**config.mk**
```make
export PLATFORM = sky130hd
export DESIGN_NAME = ps2_keyboard_rx_flat
export DESIGN_NICKNAME = d
export VERILOG_FILES = /design/src/rtl/ps2_keyboard_rx_if.sv /design/src/rtl/ps2_keyboard_rx.sv /design/src/flat_wrapper.sv
export SDC_FILE = /design/constraint.sdc
export NUM_CORES = 1
export LEC_CHECK = 0
export ABC_AREA = 1
export BUFFER_PORTS_ARGS = -buffer_cell sky130_fd_sc_hd__buf_4
export CORE_ASPECT_RATIO = 0.75
export CORE_UTILIZATION = 55
export DETAILED_ROUTE_END_ITERATION = 16
export PLACE_DENSITY = 0.81
export RECOVER_POWER = 100
export REMOVE_ABC_BUFFERS = 1
export SYNTH_ARGS = -nofsm -noshare
export SYNTH_HDL_FRONTEND = slang
export SYNTH_SLANG_ARGS = --single-unit
```
**constraint.sdc**
```tcl
create_clock -name clk -period 2 [get_ports clk]
set_clock_uncertainty 0.05 [all_clocks]
set_input_delay 0.5 -clock clk [delete_from_list [all_inputs] [get_ports clk]]
set_output_delay 0.5 -clock clk [all_outputs]
set_load 0.03 [all_outputs]
```
**src/rtl/ps2_keyboard_rx_if.sv**
```systemverilog
// PS/2 receiver bus: raw keyboard pins in, decoded scan-code pair and status pulses out.
interface ps2_keyboard_rx_if;
  logic        ps2_clk;
  logic        ps2_data;
  logic [15:0] char;
  logic        newchar;
  logic        parity_err;
  logic        frame_err;

  // The keyboard/host side drives the pins and consumes the decoded bytes.
  modport master (
    output ps2_clk, ps2_data,
    input  char, newchar, parity_err, frame_err
  );

  modport slave (
    input  ps2_clk, ps2_data,
    output char, newchar, parity_err, frame_err
  );
endinterface

```
**src/rtl/ps2_keyboard_rx.sv**
```systemverilog
// PS/2 keyboard receiver: synchronizes and deglitches the pins, deserializes 11-bit
// frames, and shifts each good scan code into a two-byte history with status pulses.
module ps2_keyboard_rx #(
  parameter int FILTER_LEN     = 8,
  parameter int TIMEOUT_CYCLES = 50000
) (
  input logic             clk,
  input logic             reset,
  ps2_keyboard_rx_if.slave bus
);
  localparam int FW = $clog2(FILTER_LEN + 1);
  localparam int TW = $clog2(TIMEOUT_CYCLES + 1);

  typedef enum logic [1:0] {IDLE, DATA, PARITY, STOP} state_t;

  logic [1:0]    clk_sync, data_sync;
  logic          clk_filt, fall;
  logic [FW-1:0] flt_cnt;

  state_t        state;
  logic [2:0]    bit_cnt;
  logic [7:0]    shreg;
  logic          parity_bit;
  logic [TW-1:0] to_cnt;
  logic [15:0]   char_q;
  logic          newchar_q, parity_err_q, frame_err_q;

  // Filtered level only moves after FILTER_LEN consecutive disagreeing samples;
  // fall is registered so data_sync[1] is sampled in the cycle fall is high.
  always_ff @(posedge clk) begin
    if (reset) begin
      clk_sync  <= 2'b11;
      data_sync <= 2'b11;
      clk_filt  <= 1'b1;
      flt_cnt   <= '0;
      fall      <= 1'b0;
    end else begin
      // NOTE: non-blocking everywhere in clocked logic so every flop samples pre-edge values.
      clk_sync  <= {clk_sync[0], bus.ps2_clk};
      data_sync <= {data_sync[0], bus.ps2_data};
      fall      <= 1'b0;
      if (clk_sync[1] != clk_filt) begin
        if (flt_cnt == FW'(FILTER_LEN - 1)) begin
          clk_filt <= clk_sync[1];
          flt_cnt  <= '0;
          fall     <= clk_filt;
        end else begin
          flt_cnt <= flt_cnt + 1'b1;
        end
      end else begin
        flt_cnt <= '0;
      end
    end
  end

  always_ff @(posedge clk) begin
    if (reset) begin
      state        <= IDLE;
      bit_cnt      <= '0;
      shreg        <= '0;
      parity_bit   <= 1'b0;
      to_cnt       <= '0;
      char_q       <= '0;
      newchar_q    <= 1'b0;
      parity_err_q <= 1'b0;
      frame_err_q  <= 1'b0;
    end else begin
      newchar_q    <= 1'b0;
      parity_err_q <= 1'b0;
      frame_err_q  <= 1'b0;
      // A stalled partial frame is abandoned; a coincident falling edge is dropped.
      if (state != IDLE && to_cnt == TW'(TIMEOUT_CYCLES - 1)) begin
        state       <= IDLE;
        to_cnt      <= '0;
        frame_err_q <= 1'b1;
      end else begin
        if (fall || state == IDLE) to_cnt <= '0;
        else                       to_cnt <= to_cnt + 1'b1;
        if (fall) begin
          unique case (state)
            IDLE: begin
              if (!data_sync[1]) begin
                state   <= DATA;
                bit_cnt <= '0;
              end
            end
            DATA: begin
              shreg   <= {data_sync[1], shreg[7:1]};
              bit_cnt <= bit_cnt + 1'b1;
              if (bit_cnt == 3'd7) state <= PARITY;
            end
            PARITY: begin
              parity_bit <= data_sync[1];
              state      <= STOP;
            end
            STOP: begin
              if (!data_sync[1]) begin
                frame_err_q <= 1'b1;
              end else if (^{shreg, parity_bit}) begin
                char_q    <= {char_q[7:0], shreg};
                newchar_q <= 1'b1;
              end else begin
                parity_err_q <= 1'b1;
              end
              state <= IDLE;
            end
            default: state <= IDLE;
          endcase
        end
      end
    end
  end

  assign bus.char       = char_q;
  assign bus.newchar    = newchar_q;
  assign bus.parity_err = parity_err_q;
  assign bus.frame_err  = frame_err_q;
endmodule

```
**src/flat_wrapper.sv**
```systemverilog
// flat-port wrapper written by rule: the top's interface ports become plain ports
module ps2_keyboard_rx_flat 
#(
  parameter int FILTER_LEN     = 8,
  parameter int TIMEOUT_CYCLES = 50000
)
  (clk, reset, bus_ps2_clk, bus_ps2_data, bus_char, bus_newchar, bus_parity_err, bus_frame_err);
  ps2_keyboard_rx_if bus_i ();
  input logic clk;
  input logic reset;
  input wire logic [$bits(bus_i.ps2_clk)-1:0] bus_ps2_clk;
  input wire logic [$bits(bus_i.ps2_data)-1:0] bus_ps2_data;
  output wire logic [$bits(bus_i.char)-1:0] bus_char;
  output wire logic [$bits(bus_i.newchar)-1:0] bus_newchar;
  output wire logic [$bits(bus_i.parity_err)-1:0] bus_parity_err;
  output wire logic [$bits(bus_i.frame_err)-1:0] bus_frame_err;
  assign bus_i.ps2_clk = bus_ps2_clk;
  assign bus_i.ps2_data = bus_ps2_data;
  assign bus_char = bus_i.char;
  assign bus_newchar = bus_i.newchar;
  assign bus_parity_err = bus_i.parity_err;
  assign bus_frame_err = bus_i.frame_err;
  ps2_keyboard_rx #(.FILTER_LEN(FILTER_LEN), .TIMEOUT_CYCLES(TIMEOUT_CYCLES)) u_core (.clk(clk), .reset(reset), .bus(bus_i));
endmodule
```
==> flow_summary.toml <==
[placed_design]
placed_cell_area_sq_um = 2960
finalWeightedCongestion = 0.828
place.port_buffers = 22
place_hpwl_microns = 3510

[detailed_routing]
remaining_drc_errors = 6
vias = 2268
via_per_inst = 5.02
first_pass_iters = 11
drt_iter0_markers = 107
drtAntennaViolNets = 0
routedWlPerCell_microns = 11.0
detail_route.wirelength_microns = 4970

[critical_path]
worst-endpoint-required_ns = 2.18
timing.critical_path.arrival_ns = 2.00
crit_path_end_kind = "register"
start_kind = "register"
critical_path_peak_fanout = 32
setup.worst_path.class = "reg2reg"
reg2reg_depth = 12

[synth]
seq_cells_post_synth = 59
netlist_instances = 365
area_of_the_mapped_netlist_sq_um = 2770
synth_warnings = 0
synth.top_cell.area_share_pct = 42.6
post-synth-top-area-cell = "sky130_fd_sc_hd__dfxtp_1"
yosysUniqueCellTypes = 39
synth.yosys.seq_area_share_pct = 42.6
ys_async_sr_fraction_pct = 0
synth.top_cells.by_area = "sky130_fd_sc_hd__dfxtp_1 (43%), sky130_fd_sc_hd__nand2_1 (12%), sky130_fd_sc_hd__a21oi_1 (6.1%), sky130_fd_sc_hd__nor2_1 (5.8%), sky130_fd_sc_hd__inv_1 (4.6%)"
ys_dominant_reg_cell = "sky130_fd_sc_hd__dfxtp_1"
synth.avg_cell_area_sq_um = 7.59
synth-edff-count = 0

[floorplan]
fp.dieArea_sq_um = 5330
coreArea_sq_um = 4650
floorplan.die.height_microns = 63.5
rows = 21
top_level_ports = 23
initial_core_util_pct = 59.6
die_w_microns = 84.0

[power]
peak_supply_drop_v = 0.000536
power.net_switching_uw = 462
power.share.sequential_pct = 53.8
power.share.combinational_pct = 1.7
netSwitchingFraction_pct = 21.0
leakage_uw = 0.00124
power_frac_clock_pct = 44.5
total_power_per_unit_cell_area_nw_per_um2 = 719
cellInternalPower_uw = 1730

[timing]
slew-limit-headroom_pct = 46.2
number_of_slew_limit_violations_in_the_final_report = 0
rsz0062_at_grt = "false"
fin_worst_hold_slack_ns = 0.294
hold_violations = 0
layout_min_cycle_time_ns = 1.82
fin_setup_tns_ns = 0
worst-slew-pin-transition_ns = 0.807
period_share_pct = 91.2
setup_viol_count_final = 0
fmax_ghz = 0.548

[global_route]
grt_antenna_before_repair = 0
globalRouteOverflowTotal = 0
grt_pass1_vias = 2092
wire_length_of_the_first_global_routing_pass_microns = 8970
pin_count_of_the_biggest_net_entering_global_routing = 33
global_route.usage.total_pct = 21.7

[clock_network]
post_cts.resized_instances = 0
sinks_on_the_clock_net = 59
worst_skew_pair.late_latency_ns = 0.34
cts.root.buffer_cell = "sky130_fd_sc_hd__clkbuf_8"
tritoncts = "done"
cts_hold_buffers = 0
total_setup_buffers_inserted_after_cts = 0
level_count_of_the_clock_h_tree = 3
cts_made_buffers = 9
clk_pin_slew_ns = 0.06
cts-root-to-sink-buffers = 2

[finish]
layout-drive-gt1-share_pct = 12.2
layout.core_utilization_pct = 65.6
postLayoutCellArea_sq_um = 3050
antenna_cells_inserted = 0
finalNetCount = 403
area_growth_pct = 10.2
nFillCells = 402

[job]
maxCapViolations = 0

[status]
result_of_the_run = "finished with violations"
violated_checks = "DRC"

[min_path]
holdCritPathClass = "in2reg"
min_path_cells = 2
-- sequential cells by signal, summed over array words and instances (netlist names) --
register / flops
u_core.to_cnt: 16
u_core.parity_bit: 1
u_core.flt_cnt: 4
u_core.bus.parity_err: 1
u_core.clk_sync: 2
u_core.shreg: 8
u_core.bus.frame_err: 1
u_core.data_sync: 2
u_core.fall: 1
u_core.bit_cnt: 3
u_core.bus.char: 16
u_core.clk_filt: 1
u_core.state: 2
u_core.bus.newchar: 1
-- cells by family (layout without fill, tap and decap cells) --
group | Yosys count | after routing | share of synthesized area [%]
simple gates | 185 | 185 | 31.7
xor+xnor | 5 | 5 | 1.58
buf+inv | 52 | 82 | 9.39
fa+ha+maj | 8 | 8 | 3.61
flops | 59 | 59 | 42.6
compound gates | 56 | 56 | 11.1
-- area by class of cell --
class | count | area (sq um) | share of cell area (%)
Multi-Input combinational cell | 254 | 1320 | 43.3
Sequential cell | 59 | 1180 | 38.7
Clock inverter | 2 | 10.0 | 0.328
Tap cell | 57 | 71.3 | 2.34
Timing Repair Buffer | 27 | 150 | 4.92
Inverter | 40 | 150 | 4.92
Clock buffer | 13 | 169 | 5.53
-- final timing paths --
| path | start | to | slack, ns |
|---|---|---|---|
| worst min-delay path | bus_ps2_clk | u_core.clk_sync[0]$_SDFF_PP1_ | 0.29 |
| worst min register to register | u_core.data_sync[0]$_SDFF_PP1_ | u_core.data_sync[1]$_SDFF_PP1_ | 0.36 |
| worst max register to register | u_core.to_cnt[0]$_SDFF_PP0_ | u_core.bus.char[7]$_SDFFE_PP0P_ | 0.18 |
| worst max-delay path | u_core.to_cnt[0]$_SDFF_PP0_ | u_core.bus.char[7]$_SDFFE_PP0P_ | 0.18 |
-- cells in the final DEF, fill, tap and decap left out --
master / count
sky130_fd_sc_hd__nand2_1: 85
sky130_fd_sc_hd__dfxtp_1: 59
sky130_fd_sc_hd__nor2_1: 44
sky130_fd_sc_hd__inv_1: 35
sky130_fd_sc_hd__a21oi_1: 34
sky130_fd_sc_hd__clkbuf_1: 21
sky130_fd_sc_hd__nand3_1: 15
sky130_fd_sc_hd__o21ai_0: 13
sky130_fd_sc_hd__clkbuf_8: 12
sky130_fd_sc_hd__nand3b_1: 8
sky130_fd_sc_hd__ha_1: 8
sky130_fd_sc_hd__or2_2: 6
sky130_fd_sc_hd__nand4_1: 5
sky130_fd_sc_hd__inv_2: 5
sky130_fd_sc_hd__nand3_2: 5
sky130_fd_sc_hd__nor3_1: 5
sky130_fd_sc_hd__xor2_1: 4
sky130_fd_sc_hd__buf_4: 4
sky130_fd_sc_hd__nor3_2: 2
sky130_fd_sc_hd__nand2_2: 2
sky130_fd_sc_hd__nand2_4: 2
sky130_fd_sc_hd__a21oi_2: 2
sky130_fd_sc_hd__nor3b_1: 2
sky130_fd_sc_hd__a211oi_1: 2
sky130_fd_sc_hd__clkinv_2: 2
sky130_fd_sc_hd__buf_12: 2
sky130_fd_sc_hd__a31oi_1: 1
sky130_fd_sc_hd__nor2_2: 1
sky130_fd_sc_hd__o21a_1: 1
sky130_fd_sc_hd__o211ai_1: 1
sky130_fd_sc_hd__nor4_2: 1
sky130_fd_sc_hd__nand4_2: 1
sky130_fd_sc_hd__or2_0: 1
sky130_fd_sc_hd__o21bai_1: 1
sky130_fd_sc_hd__o211a_1: 1
sky130_fd_sc_hd__xnor2_1: 1
sky130_fd_sc_hd__clkbuf_2: 1
-- synth_stat cells (all sizes together), types with 2 or more instances --
cell type  instances
nand2             89
dfxtp             59
nor2              45
inv               40
a21oi             36
nand3             20
o21ai             13
buf               10
ha                 8
nand3b             8
nor3               7
or2                7
nand4              6
xor2               4
a211oi             2
clkbuf             2
nor3b              2
-- per-stage QoR --
step / instances / setup WS [ns] / power (uW)
3_3_place_gp: 437 / 0.286 / 1240
3_5_place_dp: 437 / 0.210 / 1250
5_1_grt: 452 / 0.00142 / 2280
6_report: 452 / 0.177 / 2200
2_1_floorplan: 353 / 0.177 / 1230
4_1_cts: 452 / 0.167 / 2230
-- power by group through the flow --
stage,combinational (uW),sequential [uW],clock (uW)
2_1_floorplan,21.7,1210,0
5_1_grt,42.5,1180,1060
3_3_place_gp,36.7,1210,0
4_1_cts,37.9,1180,1010
3_5_place_dp,37.9,1210,0
6_report,36.5,1180,978
-- routing by layer --
layer	vias up	routed length (microns)	global-route usage [%]
li1	1223	-	-
met1	1000	2600	27.7
met2	35	2080	33.3
met3	10	214	8.26
met4	0	80	7.97
met5	-	0	0
-- worst max-delay path, cell delays in order, from the launching register on --
cell and delay, ns:
sky130_fd_sc_hd__dfxtp_1 0.33, sky130_fd_sc_hd__ha_1 0.23, sky130_fd_sc_hd__nand2_2 0.10, sky130_fd_sc_hd__inv_2 0.04, sky130_fd_sc_hd__nand2_1 0.08, sky130_fd_sc_hd__nor2_2 0.05, sky130_fd_sc_hd__nand3_2 0.13, sky130_fd_sc_hd__nand2_4 0.07
sky130_fd_sc_hd__nor2_1 0.17, sky130_fd_sc_hd__buf_12 0.21, sky130_fd_sc_hd__nand3_1 0.12, sky130_fd_sc_hd__nand2_1 0.08, sky130_fd_sc_hd__a21oi_1 0.06
Note: power is estimated with default switching activity, not from simulation.
